===== src/rtl/jtag_bus_master_if.sv =====
// -----------------------------------------------------------------------------
// jtag_bus_master_if
//   Single-master register bus between jtag_bus_master and an on-chip slave.
//   One transaction at a time: bus_req is held with bus_we/bus_addr/bus_wdata
//   stable until the slave returns a single-cycle bus_ack.
//
//   Signals
//     bus_req    master -> slave  transaction request
//     bus_we     master -> slave  1 = write, 0 = read
//     bus_addr   master -> slave  register address (ADDR_W)
//     bus_wdata  master -> slave  write data (DATA_W)
//     bus_ack    slave  -> master single-cycle completion strobe
//     bus_rdata  slave  -> master read data, valid with bus_ack on reads
// -----------------------------------------------------------------------------
interface jtag_bus_master_if #(
  parameter int ADDR_W = 8,
  parameter int DATA_W = 16
) ();

  logic              bus_req;
  logic              bus_we;
  logic [ADDR_W-1:0] bus_addr;
  logic [DATA_W-1:0] bus_wdata;
  logic              bus_ack;
  logic [DATA_W-1:0] bus_rdata;

  modport master (
    output bus_req, bus_we, bus_addr, bus_wdata,
    input  bus_ack, bus_rdata
  );

  modport slave (
    input  bus_req, bus_we, bus_addr, bus_wdata,
    output bus_ack, bus_rdata
  );

endinterface


===== src/rtl/jtag_bus_master.sv =====
// -----------------------------------------------------------------------------
// jtag_bus_master
//   Turns command words written by a JTAG host into register-bus transactions
//   in the clk domain. The host flips cmd_tgl to post a new command; this block
//   synchronises the toggle, runs one bus transaction (with an ack timeout) and
//   reports completion by copying the toggle back into done_tgl together with
//   busy, err and the read data.
//
//   Ports
//     clk       in   system clock, all logic on the rising edge
//     rst       in   synchronous active-high reset
//     jtag_cmd  in   {cmd_tgl, we, addr[ADDR_W], wdata[DATA_W]} (TCK domain)
//     jtag_rsp  out  {done_tgl, busy, err, rdata[DATA_W]}
//     bus       master modport of jtag_bus_master_if
// -----------------------------------------------------------------------------
module jtag_bus_master #(
  parameter  int ADDR_W  = 8,
  parameter  int DATA_W  = 16,
  parameter  int TIMEOUT = 255,
  localparam int CMD_W   = ADDR_W + DATA_W + 2,
  localparam int RSP_W   = DATA_W + 3
) (
  input  logic                 clk,
  input  logic                 rst,
  input  logic [CMD_W-1:0]     jtag_cmd,
  output logic [RSP_W-1:0]     jtag_rsp,
  jtag_bus_master_if.master    bus
);

  // Counter only needs to reach TIMEOUT-1 (the last REQ cycle).
  localparam int              CNT_W    = (TIMEOUT > 1) ? $clog2(TIMEOUT) : 1;
  localparam logic [CNT_W-1:0] CNT_LAST = CNT_W'(TIMEOUT - 1);

  typedef enum logic [1:0] {
    IDLE = 2'd0,
    REQ  = 2'd1,
    DONE = 2'd2
  } state_t;

  state_t             state;
  state_t             state_nxt;

  logic               tgl_s1;
  logic               tgl_s2;
  logic               last_tgl;
  logic [CNT_W-1:0]   cnt;

  logic               capture;
  logic               ack_hit;
  logic               tmo_hit;

  logic               we_r;
  logic [ADDR_W-1:0]  addr_r;
  logic [DATA_W-1:0]  wdata_r;
  logic               done_tgl;
  logic               err;
  logic [DATA_W-1:0]  rdata;

  // ---- toggle synchroniser: s1 then s2 ----
  // Only the toggle crosses through flops; the remaining command bits have
  // been stable for at least two clk cycles by the time s2 shows the change,
  // so they are sampled directly at capture.
  always_ff @(posedge clk) begin
    if (rst) begin
      tgl_s1 <= 1'b0;
      tgl_s2 <= 1'b0;
    end else begin
      tgl_s1 <= jtag_cmd[CMD_W-1];
      tgl_s2 <= tgl_s1;
    end
  end

  // ---- sequencer state register ----
  always_ff @(posedge clk) begin
    if (rst) begin
      state <= IDLE;
    end else begin
      state <= state_nxt;
    end
  end

  // Next state and per-cycle decisions. Ack is checked before the timeout so a
  // coincident ack completes the transaction successfully.
  always_comb begin
    state_nxt = state;
    capture   = 1'b0;
    ack_hit   = 1'b0;
    tmo_hit   = 1'b0;
    case (state)
      IDLE: begin
        if (tgl_s2 != last_tgl) begin
          capture   = 1'b1;
          state_nxt = REQ;
        end
      end
      REQ: begin
        if (bus.bus_ack) begin
          ack_hit   = 1'b1;
          state_nxt = DONE;
        end else if (cnt == CNT_LAST) begin
          tmo_hit   = 1'b1;
          state_nxt = DONE;
        end
      end
      DONE: begin
        state_nxt = IDLE;
      end
      default: begin
        state_nxt = IDLE;
      end
    endcase
  end

  // ---- command capture, bus registers and response ----
  // done_tgl is updated on leaving DONE, one cycle after rdata/err, so a JTAG
  // capture that sees the new done_tgl always sees settled data.
  always_ff @(posedge clk) begin
    if (rst) begin
      last_tgl <= 1'b0;
      cnt      <= '0;
      we_r     <= 1'b0;
      addr_r   <= '0;
      wdata_r  <= '0;
      done_tgl <= 1'b0;
      err      <= 1'b0;
      rdata    <= '0;
    end else begin
      if (capture) begin
        last_tgl <= tgl_s2;
        we_r     <= jtag_cmd[CMD_W-2];
        addr_r   <= jtag_cmd[ADDR_W+DATA_W-1:DATA_W];
        wdata_r  <= jtag_cmd[DATA_W-1:0];
        cnt      <= '0;
      end else if (state == REQ) begin
        cnt <= cnt + 1'b1;
      end

      if (ack_hit) begin
        err <= 1'b0;
        if (!we_r) begin
          rdata <= bus.bus_rdata;
        end
      end else if (tmo_hit) begin
        err <= 1'b1;
      end

      if (state == DONE) begin
        done_tgl <= last_tgl;
      end
    end
  end

  assign bus.bus_req   = (state == REQ);
  assign bus.bus_we    = we_r;
  assign bus.bus_addr  = addr_r;
  assign bus.bus_wdata = wdata_r;

  assign jtag_rsp = {done_tgl, (state != IDLE), err, rdata};

endmodule


===== src/flat_wrapper.sv =====
// flat-port wrapper written by rule: the top's interface ports become plain ports
module jtag_bus_master_flat 
#(
  parameter  int ADDR_W  = 8,
  parameter  int DATA_W  = 16,
  parameter  int TIMEOUT = 255,
  localparam int CMD_W   = ADDR_W + DATA_W + 2,
  localparam int RSP_W   = DATA_W + 3
)
  (clk, rst, jtag_cmd, jtag_rsp, bus_bus_req, bus_bus_we, bus_bus_addr, bus_bus_wdata, bus_bus_ack, bus_bus_rdata);
  jtag_bus_master_if #(.ADDR_W(ADDR_W), .DATA_W(DATA_W)) bus_i ();
  input  logic clk;
  input  logic rst;
  input  logic [CMD_W-1:0] jtag_cmd;
  output logic [RSP_W-1:0] jtag_rsp;
  output wire logic [$bits(bus_i.bus_req)-1:0] bus_bus_req;
  output wire logic [$bits(bus_i.bus_we)-1:0] bus_bus_we;
  output wire logic [$bits(bus_i.bus_addr)-1:0] bus_bus_addr;
  output wire logic [$bits(bus_i.bus_wdata)-1:0] bus_bus_wdata;
  input wire logic [$bits(bus_i.bus_ack)-1:0] bus_bus_ack;
  input wire logic [$bits(bus_i.bus_rdata)-1:0] bus_bus_rdata;
  assign bus_bus_req = bus_i.bus_req;
  assign bus_bus_we = bus_i.bus_we;
  assign bus_bus_addr = bus_i.bus_addr;
  assign bus_bus_wdata = bus_i.bus_wdata;
  assign bus_i.bus_ack = bus_bus_ack;
  assign bus_i.bus_rdata = bus_bus_rdata;
  jtag_bus_master #(.ADDR_W(ADDR_W), .DATA_W(DATA_W), .TIMEOUT(TIMEOUT)) u_core (.clk(clk), .rst(rst), .jtag_cmd(jtag_cmd), .jtag_rsp(jtag_rsp), .bus(bus_i));
endmodule

===== config.mk =====
export PLATFORM = sky130hd
export DESIGN_NAME = jtag_bus_master_flat
export DESIGN_NICKNAME = d
export VERILOG_FILES = /design/src/rtl/jtag_bus_master_if.sv /design/src/rtl/jtag_bus_master.sv /design/src/flat_wrapper.sv
export SDC_FILE = /design/constraint.sdc
export NUM_CORES = 1
export LEC_CHECK = 0
export ABC_AREA = 1
export CORE_MARGIN = 4
export CORE_UTILIZATION = 45
export CTS_CLUSTER_DIAMETER = 120
export DETAILED_ROUTE_END_ITERATION = 7
export GPL_ROUTABILITY_DRIVEN = 0
export GPL_TIMING_DRIVEN = 0
export PLACE_DENSITY_LB_ADDON = 0.15
export RECOVER_POWER = 100
export SYNTH_ARGS = -nofsm -noshare
export SYNTH_HDL_FRONTEND = slang
export SYNTH_SLANG_ARGS = --single-unit

===== constraint.sdc =====
create_clock -name clk -period 3.68 [get_ports clk]
set_clock_uncertainty 0.05 [all_clocks]
set_input_delay 0.736 -clock clk [delete_from_list [all_inputs] [get_ports clk]]
set_output_delay 0.736 -clock clk [all_outputs]
set_load 0.01 [all_outputs]

=== Yosys cells after proc, flatten, opt, wreduce, memory -nomap -nowiden ===
Index checks and enable logic that the tools add are counted.

* Word-level logic and storage cells: 36
* Output and inout bits: 45
* Register bits: 56
* Memories: 0
* Memory bits (writable): 0
* ROM bits: 0
* Latch bits: 0

* Add/sub/neg operators: 1
* Order comparisons: 0
* Multiply operators: 0
* Equal/unequal tests: 6
* Multiplexer cells: 11
* Shift-type cells: 0
* Bitwise operators: 1
* Reduce and logical (&&, ||, !) cells: 6
* Div/mod/pow operators: 0

{| class="wikitable"
|+ Operators by type and width
! operator !! number
|-
| $add A8 B1 Y8 const B || 1
|-
| $eq A8 B8 Y1 const B || 1
|-
| $mux W1 || 7
|-
| $mux W2 || 3
|-
| $pmux W2 S2 || 1
|-
| $reduce_and A2 Y1 || 2
|-
| $reduce_or A2 Y1 || 2
|-
| $ne A3 B1 Y1 const B || 1
|-
| $eq A2 B1 Y1 const B || 1
|-
| $eq A2 B2 Y1 const B || 1
|-
| $logic_not A2 Y1 || 1
|-
| $ne A2 B1 Y1 const B || 1
|-
| $reduce_bool A2 Y1 || 1
|-
| $ne A1 B1 Y1 || 1
|-
| $not A1 Y1 || 1
|}

=== Longest topological paths before layout ===
* Depth after elaboration: 4
* Mapped depth: 8
* Depth with buffers taken out: 8

=== Worst setup path after synthesis ===
OpenSTA, ideal clock, no wires.

* Path kind: input to register
* Start point: in rst
* End point: reg u_core.addr_r[5], in the netlist u_core.bus.bus_addr[5]
* Slack: 2.166 ns
* Library setup time: 0.132 ns
* Arrival: 1.331 ns
* Stages on the path: 3
* Path through: clkbuf_1 -> clkbuf_1 -> a21oi_1

{| class="wikitable"
|+ RTL lines
! what !! RTL line !! text
|-
| from (decl) || flat_wrapper.sv:13 || <nowiki>input logic rst;</nowiki>
|-
| to (signal assigned) || jtag_bus_master.sv:131 || <nowiki>addr_r <= jtag_cmd[ADDR_W+DATA_W-1:DATA_W];</nowiki>
|-
| to (decl) || jtag_bus_master.sv:53 || <nowiki>logic [ADDR_W-1:0] addr_r;</nowiki>
|}

No word-level cell between the ends.

=== Worst setup path after layout ===
* Start point: reg u_core.state[1]
* End point: out jtag_rsp[17]

* Cells in the longest elaborated chain, start to end: 1

{| class="wikitable"
|+ Ends and longest elaborated chain
! what !! RTL line !! text
|-
| from (decl) || jtag_bus_master.sv:40 || <nowiki>state_t state;</nowiki>
|-
| from (signal assigned) || jtag_bus_master.sv:78 || <nowiki>state <= state_nxt;</nowiki>
|-
| $reduce_bool A2 Y1 || jtag_bus_master.sv:158 || <nowiki>assign jtag_rsp = {done_tgl, (state != IDLE), err, rdata};</nowiki>
|-
| to (decl) || flat_wrapper.sv:15 || <nowiki>output logic [RSP_W-1:0] jtag_rsp;</nowiki>
|}

Every way passes these cells.

==> flow_metrics.tcl <==
set metrics [dict create \
    design.core.area_sq_um 4750 \
    grt_overflow 0 \
    postCtsHoldBufs 0 \
    final_cell_mix "56 x dfxtp_1, 53 x nand2_1, 49 x nor2_1, 46 x dlygate4sd3_1, 43 x clkdlybuf4s50_1" \
    cts_sinks 56 \
    synth_top_area_share 0.503 \
    antenna_found_initial 0 \
    clock.fmax_mhz 408 \
    p_per_area_nw_per_um2 406 \
    reg2reg_from "u_core.last_tgl" \
    die_y_microns 78.4 \
    synthCells 287 \
    hpwl_microns 4110 \
    cts_resized 0 \
    critical_path_class "register to output pin" \
    leakage_uw 0.00138 \
    r2r_cells 7 \
    fin_nets 430 \
    synth_fp_nets 334 \
    hp-class "register to register" \
    io_buffers 89 \
    drc 0 \
    synthArstFlopShare 0 \
    cts_tree "done" \
    max_cap_viol_count 0 \
    via_per_inst 4.81 \
    yosysTopAreaCell "dfxtp_1" \
    endpoint_kind "output pin" \
    start_kind "register" \
    clk_latency_ns 0.30 \
    cpPeakStageDelay_ns 0.62 \
    crit_fanout 9 \
    ir_worst_vdd_mv 0.240 \
    ys_ff_latch 56 \
    setup_tns_ns 0 \
    cp.arrival_ns 1.66 \
    cts_setup_buffers 0 \
    dieArea_sq_um 6140 \
    clockBufferDepth 2 \
    io_pins 90 \
    drive_gt1_frac 0.0703 \
    fin_crit_sh 0.666 \
    grt_pass1_vias 1991 \
    drt_pre_antenna_iters 4 \
    grt_first_pass_wirelength_microns 9030 \
    slew_headroom 0.707 \
    ys_warn_count 0 \
    final-hold-violation-count 0 \
    grt_max_degree 17 \
    antenna_left 0 \
    wl_microns 5450 \
    h-tree-depth 2 \
    vias 2170 \
    initial_utilization 0.469 \
    cp-startpoint "u_core.state[1]" \
    drt_iter0_drc 63 \
    avgRoutedWirePerCell_microns 12.1 \
    total_power_uw 1350 \
    area_growth_pct 49.3 \
    ys_types 23 \
    antenna_cells 0 \
    rsz0062_at_grt "no" \
    endpoint "jtag_rsp[17]" \
    critPathSlowestCell "dlygate4sd3_1" \
    synthFlopType "dfxtp_1" \
    die_width_microns 78.4 \
    synth_edf_count 0 \
    syn_area_sq_um 2230 \
    cts-root-buf "clkbuf_8" \
    rrSetupSlack_ns 2.25 \
    grt_usage 0.183 \
    fp-row-count 25 \
    cts_made_buffers 5 \
    syn_area_per_cell_sq_um 7.76 \
    setup_viol_count_final 0 \
    yosysSeqAreaShare 0.503 \
    path_clk_slew_ns 0.09 \
    r2r_end "u_core.cnt[7]" \
    worstMarginPinSlew_ns 0.440 \
    ys_top_cells_by_area "dfxtp_1 50%, nand2_1 8.8%, nor2_1 8.3%, nand4_1 7.0%, a21oi_1 6.7%" \
    period_minus_slack_ns 2.45 \
    path_cells "nor2_4, inv_1, dlygate4sd3_1" \
    final_common_cell "dfxtp_1" \
    drv_slew 0 \
    status "finished clean" \
    worstPathRequired_ns 2.89 \
]
synth_stat cells (4+ instances only):
master	n
a21oi_1	30
buf_2	6
buf_4	4
clkbuf_1	6
dfxtp_1	56
inv_1	17
inv_2	4
nand2_1	52
nand3_1	5
nand4_1	25
nor2_1	49
o21ai_1	16
where the power goes:
group          internal (uW)  leakage [uW]  switching [uW]  total (uW)
sequential               642      0.000455            19.2         661
combinational            129      0.000860             126         254
clock                    240     0.0000645             194         434
worst max-delay path: cells and delay by family, from the launching register on:
kind | cells | cell delay [ns]
buffers and inverters | 2 | 0.70
DFF | 1 | 0.41
and+or+nand+nor | 1 | 0.24
per-layer routing:
metal,up-vias,global-route usage,part of all wire
met5,-,0,0
met4,0,0.0472,0.0077
met3,6,0.0768,0.083
met2,59,0.292,0.46
met1,971,0.229,0.44
li1,1134,-,-
state kept, by name, indices dropped and copies added, names as in the netlist, 2 cells and up:
register              flops
u_core.state              2
u_core.bus.bus_addr       8
u_core.bus.bus_wdata     16
u_core.rdata             16
u_core.cnt                8
layout make-up:
type	count	area (sq um)
Multi-Input combinational cell	192	928
Sequential cell	56	1120
Timing Repair Buffer	89	891
Buffer	18	97.6
Tap cell	67	83.8
Clock inverter	1	30.0
Inverter	21	78.8
Clock buffer	7	96.3
Fill cell	420	1430
metrics by stage:
step / instance area [sq um] / utilization / instances / setup WS, ns / hold WS [ns]
2_1_floorplan: 2230 / - / 287 / 2.17 / 0.338
3_3_place_gp: 3200 / 0.674 / 443 / 1.38 / 0.348
5_1_grt: 3330 / 0.700 / 451 / 1.13 / 0.392
4_1_cts: 3330 / 0.700 / 451 / 1.28 / 0.364
6_report: 3330 / 0.700 / 451 / 1.23 / 0.360
3_5_place_dp: 3200 / 0.674 / 443 / 1.38 / 0.350
logic make-up after synthesis:
family          share of synthesized area
simple gates                        0.296
buf+inv                            0.0792
fa+ha+maj                          0.0112
flops                               0.503
compound gates                      0.110
how the worst min path moves through the flow:
stage | from | end | slack (ns) | depth (start not counted)
after floorplan | u_core.tgl_s1 | u_core.tgl_s2 | 0.34 | 2
after global placement | u_core.tgl_s1 | u_core.tgl_s2 | 0.35 | 2
after detailed placement | u_core.tgl_s1 | u_core.tgl_s2 | 0.35 | 2
after CTS | u_core.tgl_s1 | u_core.tgl_s2 | 0.36 | 2
after global routing | u_core.tgl_s1 | u_core.tgl_s2 | 0.39 | 2
final | u_core.tgl_s1 | u_core.tgl_s2 | 0.36 | 2
Note: power is estimated with default switching activity, not from simulation.
